## config.mk

```make
export PLATFORM = sky130hd
export DESIGN_NAME = prog_uart_rx
export DESIGN_NICKNAME = d
export VERILOG_FILES = /design/src/rtl/prog_uart_rx.sv
export SDC_FILE = /design/constraint.sdc
export NUM_CORES = 1
export LEC_CHECK = 0
export ABC_AREA = 1
export CAP_MARGIN = 10
export CORE_UTILIZATION = 35
export CTS_CLUSTER_DIAMETER = 50
export DETAILED_ROUTE_END_ITERATION = 16
export GPL_TIMING_DRIVEN = 0
export PLACE_DENSITY_LB_ADDON = 0.25
export SYNTH_ARGS = -nofsm -noshare
export SYNTH_HDL_FRONTEND = slang
export SYNTH_SLANG_ARGS = --single-unit
export TNS_END_PERCENT = 100
```

## constraint.sdc

```tcl
create_clock -name clk_i -period 1.5 [get_ports clk_i]
set_input_delay 0.15 -clock clk_i [delete_from_list [all_inputs] [get_ports clk_i]]
set_output_delay 0.15 -clock clk_i [all_outputs]
set_load 0.01 [all_outputs]
```

## src/rtl/prog_uart_rx.sv

```systemverilog
`default_nettype none
// ==========================================================================
// prog_uart_rx : 8N1 UART receiver with valid/ready byte output.
// Define PROG_RX_FIFO_EN for a FIFO_DEPTH-entry FIFO; otherwise a single holding register.
// Revision: 1.0
// ==========================================================================
module prog_uart_rx #(
  parameter int CLK_DIV    = 78,
  parameter int FIFO_DEPTH = 8
) (
  input  logic       clk_i,
  input  logic       rst_ni,
  input  logic       rx_i,
  output logic [7:0] byte_o,
  output logic       byte_valid_o,
  input  logic       byte_ready_i,
  output logic       frame_err_o,
  output logic       overrun_o,
  output logic       busy_o
);

  localparam int            CW        = $clog2(CLK_DIV);
  localparam logic [CW-1:0] HALF_LOAD = CW'(CLK_DIV / 2 - 1);
  localparam logic [CW-1:0] BIT_LOAD  = CW'(CLK_DIV - 1);

  typedef enum logic [2:0] {
    IDLE      = 3'd0,
    START     = 3'd1,
    DATA      = 3'd2,
    STOP      = 3'd3,
    WAIT_HIGH = 3'd4
  } state_t;

  state_t        state, state_nxt;
  logic [CW-1:0] cnt, cnt_nxt;
  logic [2:0]    idx, idx_nxt;
  logic [7:0]    shreg, shreg_nxt;
  logic          rx_sync1, rx_sync2, rx_prev;
  logic [1:0]    settle;
  logic          armed;
  logic          fall, cnt_zero, push, ferr_set;
  logic          pop, full, accept;

  // Edges count only once the line has been seen high after reset, so a frame
  // already running at release cannot masquerade as a start bit.
  assign fall     = armed & rx_prev & ~rx_sync2;
  assign cnt_zero = (cnt == '0);
  assign busy_o   = (state != IDLE);

  always_ff @(posedge clk_i or negedge rst_ni) begin
    if (!rst_ni) begin
      rx_sync1    <= 1'b1;
      rx_sync2    <= 1'b1;
      rx_prev     <= 1'b1;
      settle      <= 2'b00;
      armed       <= 1'b0;
      state       <= IDLE;
      cnt         <= '0;
      idx         <= 3'd0;
      shreg       <= 8'h00;
      frame_err_o <= 1'b0;
    end else begin
      rx_sync1    <= rx_i;
      rx_sync2    <= rx_sync1;
      rx_prev     <= rx_sync2;
      settle      <= {settle[0], 1'b1};
      armed       <= armed | (settle[1] & rx_sync2);
      state       <= state_nxt;
      cnt         <= cnt_nxt;
      idx         <= idx_nxt;
      shreg       <= shreg_nxt;
      frame_err_o <= ferr_set;
    end
  end

  always_comb begin
    state_nxt = state;
    cnt_nxt   = cnt;
    idx_nxt   = idx;
    shreg_nxt = shreg;
    push      = 1'b0;
    ferr_set  = 1'b0;
    case (state)
      IDLE: begin
        if (fall) begin
          state_nxt = START;
          cnt_nxt   = HALF_LOAD;
        end
      end
      START: begin
        if (!cnt_zero) begin
          cnt_nxt = cnt - 1'b1;
        end else if (!rx_sync2) begin
          state_nxt = DATA;
          cnt_nxt   = BIT_LOAD;
          idx_nxt   = 3'd0;
        end else begin
          state_nxt = IDLE;
        end
      end
      DATA: begin
        if (!cnt_zero) begin
          cnt_nxt = cnt - 1'b1;
        end else begin
          shreg_nxt = {rx_sync2, shreg[7:1]};
          cnt_nxt   = BIT_LOAD;
          idx_nxt   = idx + 3'd1;
          if (idx == 3'd7) state_nxt = STOP;
        end
      end
      STOP: begin
        if (!cnt_zero) begin
          cnt_nxt = cnt - 1'b1;
        end else if (rx_sync2) begin
          push      = 1'b1;
          state_nxt = IDLE;
        end else begin
          ferr_set  = 1'b1;
          state_nxt = WAIT_HIGH;
        end
      end
      WAIT_HIGH: begin
        if (rx_sync2) state_nxt = IDLE;
      end
      default: state_nxt = IDLE;
    endcase
  end

  // A push into a full buffer still lands when the head leaves in the same cycle.
  assign pop    = byte_valid_o & byte_ready_i;
  assign accept = push & (~full | pop);

`ifdef PROG_RX_FIFO_EN
  localparam int AW = $clog2(FIFO_DEPTH);

  logic [7:0]    mem [FIFO_DEPTH];
  logic [AW-1:0] wr_ptr, rd_ptr;
  logic [AW:0]   count;

  assign full         = (count == (AW+1)'(FIFO_DEPTH));
  assign byte_valid_o = (count != '0);
  assign byte_o       = byte_valid_o ? mem[rd_ptr] : 8'h00;

  always_ff @(posedge clk_i or negedge rst_ni) begin
    if (!rst_ni) begin
      wr_ptr    <= '0;
      rd_ptr    <= '0;
      count     <= '0;
      overrun_o <= 1'b0;
    end else begin
      overrun_o <= push & ~accept;
      if (accept) wr_ptr <= wr_ptr + 1'b1;
      if (pop)    rd_ptr <= rd_ptr + 1'b1;
      case ({accept, pop})
        2'b10:   count <= count + 1'b1;
        2'b01:   count <= count - 1'b1;
        default: count <= count;
      endcase
    end
  end

  always_ff @(posedge clk_i) begin
    if (accept) mem[wr_ptr] <= shreg;
  end
`else
  logic [7:0] hold;
  logic       hold_valid;
  logic       unused_depth;

  assign unused_depth = (FIFO_DEPTH > 0);
  assign full         = hold_valid;
  assign byte_valid_o = hold_valid;
  assign byte_o       = hold;

  always_ff @(posedge clk_i or negedge rst_ni) begin
    if (!rst_ni) begin
      hold       <= 8'h00;
      hold_valid <= 1'b0;
      overrun_o  <= 1'b0;
    end else begin
      overrun_o <= push & ~accept;
      if (accept) begin
        hold       <= shreg;
        hold_valid <= 1'b1;
      end else if (pop) begin
        hold_valid <= 1'b0;
      end
    end
  end
`endif

endmodule
`default_nettype wire

```

# Word-level counts from Yosys, hierarchy flattened
# Index checks and enable logic that the tools add are counted.
# Widths: inputs -> output; s select.
classes:
  bitwise_logic: 11
  add_sub_neg: 2
  mul: 0
  n_reduce_logical: 10
  mux: 27
  n_shift: 0
  eq_ne: 14
  div: 0
  n_lt_le_gt_ge: 0
op_table:
  columns: ["op", "n"]
  rows:
  - ["$mux 7", 5]
  - ["$mux 3", 10]
  - ["$pmux 7 s4", 1]
  - ["$ne 2x2->1 const B", 8]
  - ["$pmux 3 s5", 1]
  - ["$mux 1", 8]
  - ["$reduce_and 4->1", 2]
  - ["$logic_not 7->1", 1]
  - ["$sub 7x1->7 const B", 1]
  - ["$and 1x1->1", 6]
  - ["$eq 3x2->1 const B", 2]
  - ["$eq 3x3->1 const B", 2]
  - ["$pmux 3 s2", 1]
  - ["$reduce_and 6->1", 1]
  - ["$reduce_bool 2->1", 2]
  - ["$reduce_bool 4->1", 1]
  - ["$add 3x1->3 const B", 1]
  - ["$eq 3x1->1 const B", 1]
  - ["$logic_not 3->1", 1]
  - ["$ne 3x3->1 const B", 1]
  - ["$not 1->1", 3]
  - ["$reduce_bool 3->1", 1]
  - ["$mux 2", 1]
  - ["$or 1x1->1", 2]
  - ["$reduce_and 2->1", 1]
totals:
  elab_cells: 77
  input_bits: 4
  regBits: 38
  output_inout_bits: 12
  n_memories: 0
  rom_bits: 0
  latch_bits: 0
  mem_bits_rw: 0

# Depth between registers and ports, before layout
# Gate-level depths: netlist (run 1).
logic_depth:
  word_depth: 6
  ltp_mapped: 11
  ltp_nobuf: 11

# Worst setup path before layout (run 1)
# Ideal clock, no wire load.
synth_path:
  kind: "reg2reg"
  start: "reg cnt[0]"
  end: "reg hold[7], in the netlist byte_o[7]"
  setup_slack_ns: 0.007
  stages_incl_launch_ff: 11
  arrival_ns: 1.376
  required_ns: 1.383
  n_path_buf: 1
  synth_period_minus_slack_ns: 1.493
  setup_ns: 0.117
  path_cell_list: "dfrtp_1 inv_1 ha_1 inv_1 nor2_2 nand3_4 nor2_4 nand3_4 buf_6 nand2_2 o21ai_2"
synth_between:
  elab_chain_cells: 4
synth_lines:
  columns: ["element", "line", "rtl"]
  rows:
  - ["from (decl)", "35", "logic [CW-1:0] cnt, cnt_nxt;"]
  - ["from (signal assigned)", "69", "cnt <= cnt_nxt;"]
  - ["$logic_not 7->1", "47", "assign cnt_zero = (cnt == '0);"]
  - ["$mux 1", "112", "if (!cnt_zero) begin"]
  - ["$mux 1", "83", "case (state)"]
  - ["$and 1x1->1", "131", "assign accept = push & (~full | pop);"]
  - ["to (signal assigned)", "183", "hold <= shreg;"]
  - ["to (decl)", "166", "logic [7:0] hold;"]
# Every way passes these cells.
# A chain may end at the register's enable or synchronous reset.

# Worst setup path after layout (run 1)
layout_path:
  start: "reg cnt[1]"
  end: "reg hold[7], in the netlist byte_o[7]"
# Same word-level chain as after synthesis.

==> summary.md, run 1 <==
The run gives 1.68 ns as the required time reported for the critical path endpoint. The maximum buffer depth of the clock tree is 2. Measured in cells, the most critical reg-to-reg path has a length of 10. The first global-routing pass estimated 6200 um of wire. Dividing the detail-routed wire length by the instance count gives 11.5 um. Worst setup slack for register-to-register paths: -0.04 ns.

The endpoint identified for the worst register-to-register timing path is byte_o[7]$_DFFE_PN0P_. The clock drives 38 sinks. Of the synthesized area, sequential elements account for 51.0%. The post-route netlist has 36.6% of its cells at a drive strength greater than 1. Setup violations remaining at the end of the flow were counted as 7. In this run the most critical hold path is launched from rx_i. The critical path is of the register to register type.

Ranked by instance count, the synthesized netlist is headed by 47 x sky130_fd_sc_hd__nand2_1, 35 x sky130_fd_sc_hd__dfrtp_1, 17 x sky130_fd_sc_hd__inv_1. For this run, asynchronously set or reset flops after synthesis account for 100%. For this design the top-level I/O count stands at 16. Clock tree synthesis selected as its root buffer the cell sky130_fd_sc_hd__clkbuf_8. VDD sags by at most 0.480 mV.

Yosys instantiated no cell more often than sky130_fd_sc_hd__nand2_1. The share of the synthesized area in the top cell type was 46.8%; the net count of the mapped netlist was 206. The number of rows created at floorplan is 26. The final reports fail on negative setup slack. The layout overhead on the synthesized area came out at 27.3%. Entering global routing, the biggest net connects 39 pins. The top fanout value on the critical path was 10; the violation count after the first detailed-route iteration was 52.

Counting flops with a built-in enable in the synthesized netlist gives 0. The number of antenna violations at the first check in global routing is 0, and the aggregate global routing overflow is 0. The vertical extent of the die came out at 75.2 um.

Least setup slack across all paths after layout: -0.0447 ns. The number of nets with antenna violations after routing came out at 0. The number of global-route vias before repair is 1376. By area the synthesized netlist is led by sky130_fd_sc_hd__dfrtp_1 47%, sky130_fd_sc_hd__nand2_1 9.4%, sky130_fd_sc_hd__dfstp_2 4.2%, sky130_fd_sc_hd__o21ai_2 4.2%, sky130_fd_sc_hd__nand3_1 3.7%.

The number of nets at the end of the flow is 239, and the area of the die is 5650 um2. In this run the power density over the cells is 1440 nW/um2. The run finished, with violations left. The final worst-path cycle share came out at 103%. STA classifies the critical path endpoint as a register. For this design the static power due to leakage is 1.09 nW. For the number of distinct library cell variants in the gate-level netlist after synthesis, the log shows 32.

The pin slew with the least headroom to its limit was 0.841 ns. The tool flagged a number of max-cap violations equal to 0. The startpoint identified for the worst register-to-register timing path is cnt[1]$_DFFE_PN0P_. For the worst setup path, the data arrival time is 1.72 ns.

The later-pin clock latency in the skew report is 0.29 ns. The half-perimeter wire length of the detailed placement result is 2330 um, and the wire length reported by the detailed router is 3480 um. In the routed design, unresolved DRC markers number 0. For this block, the via count after detailed routing is 1337. Clock skew: 0.00798 ns.

The tools report the effective utilization at floorplan as 36.4%. Measured against its own limit, the worst slew margin works out to 43.9%. The first detailed-routing pass ran for 4 iterations. The total number of H-tree levels came out at 2. 0 antenna diodes ended up in the layout.

The via-per-instance ratio came out at 4.43. STA classifies the critical path startpoint as a register. The count of buffers from port buffering is 15.

Counting flops and latches in the post-synthesis netlist gives 38. Across every metal layer, demand over resource in global routing totals 14.7%. The netlist area before placement was 1870 um2. After clock tree synthesis, the clock-pin slew on the worst setup and hold paths is 0.08 ns. The Yosys step of the flow raised 0 warnings. The CTS buffer count is 5.

After routing, the total negative slack on setup checks comes to -0.0906 ns. Timing would allow up to 0.647 GHz. The average cell area after synthesis came out at 9.46 um2. Largest area contributor in the netlist: sky130_fd_sc_hd__dfrtp_1. At the end of routability-driven placement, the weighted congestion stood at 0.831. The filler-free cell count of the finished design came out at 302.

TritonCTS built the clock tree. The die outline width came out at 75.2 um. Path category of the worst min-delay check: primary input to register. Dominant register cell in the synthesized netlist: sky130_fd_sc_hd__dfrtp_1. Counting tap cells, the placed design contains a total of 283 instances. Number of pins with negative max-slew slack in the final report: 0. The shortest period the worst path allows is 1.54 ns, and the final hold violation count is 0. The core region is 5140 um2.

The worst hold path stage count came out at 1. Setup repair after global routing could not meet its margin everywhere. The worst hold path terminates at rx_sync1$_DFF_PN1_. The synthesized instance count came out at 198.
## stage by stage
step	area (um2)	util, %	worst slack, ns	hold slack, ns	total power [W]
after floorplan	1870	-	0.00693	-0.146	0.00226
final	2380	46.4	-0.0447	0.263	0.00342
after global placement	2110	41.1	-0.691	0.332	0.00251
after detailed placement	2110	41.0	-0.151	0.323	0.00252
after CTS	2340	45.5	-0.0389	0.251	0.00341
after global routing	2380	46.4	-0.138	0.255	0.00369
## cell usage in the layout, fill, tap and decap left out, types with 2 or more instances in the layout
| master | instances |
|---|---|
| sky130_fd_sc_hd__ha_1 | 3 |
| sky130_fd_sc_hd__nor2_1 | 12 |
| sky130_fd_sc_hd__nand2_2 | 13 |
| sky130_fd_sc_hd__buf_4 | 7 |
| sky130_fd_sc_hd__o21ai_1 | 11 |
| sky130_fd_sc_hd__xor2_1 | 2 |
| sky130_fd_sc_hd__a21oi_2 | 2 |
| sky130_fd_sc_hd__clkbuf_8 | 5 |
| sky130_fd_sc_hd__inv_2 | 5 |
| sky130_fd_sc_hd__a21oi_1 | 2 |
| sky130_fd_sc_hd__nand2_4 | 5 |
| sky130_fd_sc_hd__clkdlybuf4s50_1 | 13 |
| sky130_fd_sc_hd__nand3_2 | 2 |
| sky130_fd_sc_hd__dfrtp_1 | 32 |
| sky130_fd_sc_hd__nor2_2 | 4 |
| sky130_fd_sc_hd__nand3_4 | 3 |
| sky130_fd_sc_hd__o21ai_2 | 11 |
| sky130_fd_sc_hd__nand3_1 | 13 |
| sky130_fd_sc_hd__nor2_4 | 5 |
| sky130_fd_sc_hd__nand2_1 | 34 |
| sky130_fd_sc_hd__inv_1 | 14 |
| sky130_fd_sc_hd__or2_2 | 2 |
| sky130_fd_sc_hd__dfrtp_2 | 3 |
| sky130_fd_sc_hd__buf_6 | 4 |
| sky130_fd_sc_hd__dfstp_2 | 3 |
| sky130_fd_sc_hd__o21ai_0 | 2 |
| sky130_fd_sc_hd__inv_4 | 2 |
## layer usage
layer / global-route usage, % / share of wire (%)
met5: 0 / 0
met4: 4.94 / 1.1
met3: 4.02 / 3.2
met1: 19.4 / 49
met2: 23.6 / 47
## cell families after synthesis
logic type,synth area share [%]
AND/OR/NAND/NOR,28.3
flip-flops,51.0
AO/OA/AOI/OAI,10.9
other,0.200
buffers and inverters,6.01
XOR/XNOR,0.935
adder cells (fa/ha/maj),2.67
## registers in the layout, summed over array words and instances, names as in the netlist
signal,cells
rx_prev,1
overrun_o,1
frame_err_o,1
armed,1
idx,3
state,3
rx_sync1,1
rx_sync2,1
byte_valid_o,1
byte_o,8
cnt,7
shreg,8
settle,2
## timing repair
| item | 4_1_cts | 5_1_grt |
|---|---|---|
| resized for setup | 23 | 14 |
| pin swaps | 1 | 1 |
| buffers inserted | 10 | 0 |
| endpoints found under the hold margin | 4 | 0 |
| hold buffers | 1 | 0 |
| setup endpoints to repair | 28 | 30 |
## area by class of cell
| cell class | count | area [um2] |
|---|---|---|
| fill | 526 | 2760 |
| sequential | 38 | 958 |
| multi-input combinational | 136 | 893 |
| timing repair buffer | 26 | 240 |
| inverter | 22 | 92.6 |
| tap | 70 | 87.6 |
| clock buffer | 6 | 72.6 |
| buffer | 2 | 26.3 |
| clock inverter | 2 | 13.8 |
## report_power, final
part,internal [W],switching [W]
combinational,0.000568,0.000842
sequential,0.00118,0.000133
clock,0.000328,0.000374
## worst max-delay path, stage by stage, from the launching register on
cell and delay, ns:
sky130_fd_sc_hd__dfrtp_1 0.40, sky130_fd_sc_hd__inv_2 0.08, sky130_fd_sc_hd__ha_4 0.12, sky130_fd_sc_hd__inv_2 0.04, sky130_fd_sc_hd__nor2_4 0.09, sky130_fd_sc_hd__nand3_4 0.15
sky130_fd_sc_hd__nor2_4 0.15, sky130_fd_sc_hd__nand3_4 0.11, sky130_fd_sc_hd__buf_8 0.17, sky130_fd_sc_hd__nand2_2 0.06, sky130_fd_sc_hd__o21ai_2 0.05
## worst max-delay path by stage
| stage | startpoint | end | slack [ns] | cells after the start |
|---|---|---|---|---|
| finish | cnt[1]$_DFFE_PN0P_ | byte_o[7]$_DFFE_PN0P_ | -0.04 | 10 |
| global route | cnt[0]$_DFFE_PN0P_ | byte_o[7]$_DFFE_PN0P_ | -0.14 | 10 |
| CTS | cnt[1]$_DFFE_PN0P_ | byte_o[7]$_DFFE_PN0P_ | -0.04 | 10 |
| detailed placement | cnt[0]$_DFFE_PN0P_ | byte_o[7]$_DFFE_PN0P_ | -0.15 | 10 |
| global placement | rst_ni | byte_o[1]$_DFFE_PN0P_ | -0.69 | 1 |
| floorplan | cnt[0]$_DFFE_PN0P_ | byte_o[7]$_DFFE_PN0P_ | 0.007 | 10 |
Power figures use the tool's default switching activity.
==> inputs of run 2 (changes only) <==
ABC_AREA = default   (was 1)
PLACE_DENSITY_LB_ADDON = 0.3   (was 0.25)
==> run 2 against run 1 <==
The run still ends with negative setup slack left; flip-flop and latch count stayed put; sequential share of layout area down 0.094 points; global-route usage grew 0.62 points; combinational power fell by 4%; setup slack worse by 0.26 ns; largest cell class unchanged; final cell count decreased by 18%; hold slack better by 0.00076 ns; clock skew down 0.0013 ns; clock power is 5.0% higher; register-to-register slack worse by 0.26 ns; clock-buffer cell count unchanged; synthesized cell count fell by 30%.
==> summary.md, run 2 <==
After synthesis, the cell types taking the most area are sky130_fd_sc_hd__dfrtp_1 51%, sky130_fd_sc_hd__mux2_2 7.2%, sky130_fd_sc_hd__mux2_4 6.1%, sky130_fd_sc_hd__dfstp_2 4.6%, sky130_fd_sc_hd__ha_1 2.9%. Of all cell types, the one taking the most synthesized area is sky130_fd_sc_hd__dfrtp_1. The tools report the netlist area before placement as 1720 um2 (-7.9%).

The tools report the worst hold slack across all endpoints as 0.264 ns (+0.000762 ns). For the net count of the mapped netlist, the log shows 147 (-29%). sky130_fd_sc_hd__dfrtp_1 is the most common cell in the netlist. Leaving out fill and tap cells, the most frequent cell in the layout is sky130_fd_sc_hd__dfrtp_1. The wire length reported by the detailed router is 3630 um (+4.6%), and the final worst-path cycle share is 120% (+17 points). The dominant register cell in the synthesized netlist is sky130_fd_sc_hd__dfrtp_1. The run gives 0.559 mV (+17%) as the worst voltage drop across the vdd grid. The power density over the cells came out at 1430 nW/um2 (-0.10%). The total number of H-tree levels was 2 (unchanged). The tools report the half-perimeter wire length of the detailed placement result as 2120 um (-9.2%). The shortest period the worst path allows was 1.80 ns (+0.256 ns).

For the maximum buffer depth of the clock tree, the log shows 2 (unchanged). The via-per-instance ratio is 5.06 (+14%). The relative max-transition margin was 43.3% (-0.57 points); the leakage power was 1.09 nW (about the same). Relative to the synthesized area, the layout overhead comes to 38.5%. The average cell area after synthesis is 12.4 um2 (+31%). The number of rows created at floorplan is 25 (-3.8%).

The end of the worst register-to-register path was shreg[5]$_DFFE_PN0P_. Among all stages on the critical path, the largest delay is contributed by sky130_fd_sc_hd__or3_4. Critical path launch point: cnt[5]$_DFFE_PN0P_. The count of buffers from port buffering is 15 (unchanged). The count of flip-flops with a built-in enable after synthesis is 0 (unchanged), and the required time reported for the critical path endpoint is 1.68 ns (about the same). The final reports fail on negative setup slack. The wire length of the first global-routing pass is 6110 um (-1.5%). The worst reg2reg path depth is 5 (-5). The tools report the effective utilization at floorplan as 36.5% (+0.062 points). The tools report the worst setup slack for register-to-register paths as -0.30 ns (-0.26 ns). Worst hold path startpoint: rx_i. The run gives 5210 um2 (-7.7%) as the area of the die. TritonCTS built the clock tree. The share of flip-flops with an asynchronous set or reset came out at 100% (unchanged). The run gives 0.29 ns (about the same) as the later-pin clock latency in the skew report.

The clock input transition at the sequential cells of the worst setup and hold paths is 0.07 ns (about the same). The buffer and inverter count on the worst path works out to 1 (-2). The sequential cell area fraction in the yosys report is 55.4% (+4.4 points), and the aggregate global-route resource usage is 15.3% (+0.62 points). The logs give 50.5% (+4.1 points) for the post-route core utilization and 1261 (-5.7%) for the number of vias in the routed layout.

The reported max-cap violation count was 0 (unchanged); the area occupied by multi-input gates was 872 um2 (-2.4%). The routed wire length per instance is 14.6 um (+27%), and the count of endpoints failing setup in the final report is 27 (+20). The top fanout value on the critical path works out to 8 (-2). The endpoint type of the worst setup path was a register. The number of detailed-route iterations in the first pass is 4 (unchanged). The count of inserted antenna diode cells was 0 (unchanged). STA classifies the critical path startpoint as a register. The maximum single-stage delay on the critical path works out to 0.43 ns (+0.03 ns). The run gives 0 (unchanged) as the aggregate global routing overflow.

The critical path ends at shreg[5]$_DFFE_PN0P_. Least setup slack across all paths after layout: -0.301 ns (-0.256 ns). The cell sitting at the root of the clock tree is a sky130_fd_sc_hd__clkbuf_8.

The I/O pin total is 16 (unchanged), and the synthesized instance count is 139 (-30%). The total stage count of the critical path was 5 (-5). The clock skew came out at 0.00669 ns (-0.00128 ns). The run gives 0 (unchanged) as the number of remaining DRC errors.

The number of distinct library cell variants in the gate-level netlist after synthesis was 43 (+34%). The number of antenna violations at the first check in global routing is 0 (unchanged), and the pin slew with the least headroom to its limit is 0.850 ns (+0.00849 ns). The die outline width is 72.2 um (-4.0%). The commonest cells after synthesis are 35 x sky130_fd_sc_hd__dfrtp_1, 11 x sky130_fd_sc_hd__mux2_2, 7 x sky130_fd_sc_hd__a21oi_1, 7 x sky130_fd_sc_hd__mux2_4, 7 x sky130_fd_sc_hd__nand2_1. In the layout the commonest cells are 33 x sky130_fd_sc_hd__dfrtp_1, 17 x sky130_fd_sc_hd__buf_4, 16 x sky130_fd_sc_hd__mux2_4. Final hold violation count: 0 (unchanged). The logs give 0.555 GHz (-14%) for the upper clock frequency limit and 189 (-21%) for the number of nets at the end of the flow. The area taken by flip-flops and latches is 957 um2 (-0.13%).

For the number of inserted filler cells in the final layout, the log shows 413 (-21%). The startpoint identified for the worst register-to-register timing path is cnt[5]$_DFFE_PN0P_. The vertical extent of the die is 72.2 um (-4.0%), and the total number of yosys warnings is 0 (unchanged). The signal on the critical path passes through nor4_4, buf_4, nand2_2, or3_4, mux2_4.

The number of clock sinks came out at 38 (unchanged). The violation count after the first detailed-route iteration was 91 (+75%); the proportion of layout cells with a drive suffix above 1 was 44.5% (+7.9 points). Setup repair after global routing could not meet its margin everywhere.

For the final weighted congestion in routability-driven placement, the log shows 0.820 (-1.3%). The run finished, with violations left. The critical path in this run is classified as register to register. The logs give 4720 um2 (-8.1%) for the total core area and 5 (unchanged) for the CTS buffer count.

The number of nets with antenna violations after routing is 0 (unchanged). Share of the synthesized area in the top cell type: 50.8% (+4.0 points). The path category of the worst min-delay check is primary input to register. The post-synthesis sequential element count came out at 38 (unchanged). The logs give 39 (unchanged) for the pin count of the biggest net entering global routing and 0.00342 W (about the same) for the total power. Kind of cell with the highest combined delay on the critical path: simple AND/OR/NAND/NOR gates. The run gives 1.98 ns (+0.26 ns) as the data arrival time at the worst-slack endpoint. Number of pins with negative max-slew slack in the final report: 0 (unchanged). The run gives 1318 (-4.2%) as the number of global-route vias before repair.
[run 2: how the worst min path moves through the flow]
stage                                     end  depth (start not counted)
after floorplan               armed$_DFF_PN0_                          0
after global placement    settle[1]$_DFF_PN0_                          0
after detailed placement   cnt[1]$_DFFE_PN0P_                          1
after CTS                  rx_sync1$_DFF_PN1_                          1
after global routing       rx_sync1$_DFF_PN1_                          1
final                      rx_sync1$_DFF_PN1_                          1
[run 2: what timing repair did]
| item | 4_1_cts | 5_1_grt |
|---|---|---|
| resized for setup | 33 | 14 |
| setup endpoints to repair | 28 | 30 |
| hold buffers | 1 | 0 |
| endpoints found under the hold margin | 35 | 0 |
| buffers inserted | 20 | 5 |
| pin swaps | 6 | 5 |
[run 2: cell type report]
cell class | count | area share [%]
Tap cell | 67 | 3.51
Clock buffer | 6 | 3.46
Clock inverter | 2 | 0.524
Inverter | 6 | 0.943
Timing Repair Buffer | 36 | 13.1
Sequential cell | 38 | 40.1
Multi-Input combinational cell | 90 | 36.5
Buffer | 4 | 1.89
[run 2: cell families (layout without fill, tap and decap cells)]
family                   after synthesis  after routing  share of synthesized area, %
AO/OA/AOI/OAI                         27             27                          11.2
XOR/XNOR                               1              1                         0.508
adder cells (fa/ha/maj)                4              4                          2.90
buffers and inverters                 11             54                          2.90
flip-flops                            38             38                          55.4
multiplexers                          18             18                          13.3
other                                  1              1                         0.217
AND/OR/NAND/NOR                       39             39                          13.6
[run 2: where the power goes]
group          internal, W  switching [W]  leakage [nW]
clock network     0.000369       0.000368        0.0472
logic             0.000738       0.000626         0.552
registers          0.00116       0.000163         0.488
[run 2: through the flow]
stage	setup slack [ns]	TNS, ns	cells	instance area, um2
2_1_floorplan	-0.281	-4.67	139	1760
3_3_place_gp	-0.542	-28.48	221	2000
3_5_place_dp	-0.490	-9.59	221	1990
5_1_grt	-0.364	-8.00	249	2390
4_1_cts	-0.280	-5.63	250	2360
6_report	-0.301	-5.68	249	2390
[run 2: per-layer routing]
metal | up-vias | routed length, um | global-route usage, %
met1 | 640 | 1590 | 18.6
met3 | 6 | 192 | 5.42
li1 | 584 | - | -
met4 | 0 | 44 | 6.10
met2 | 31 | 1810 | 25.0
met5 | - | 0 | 0
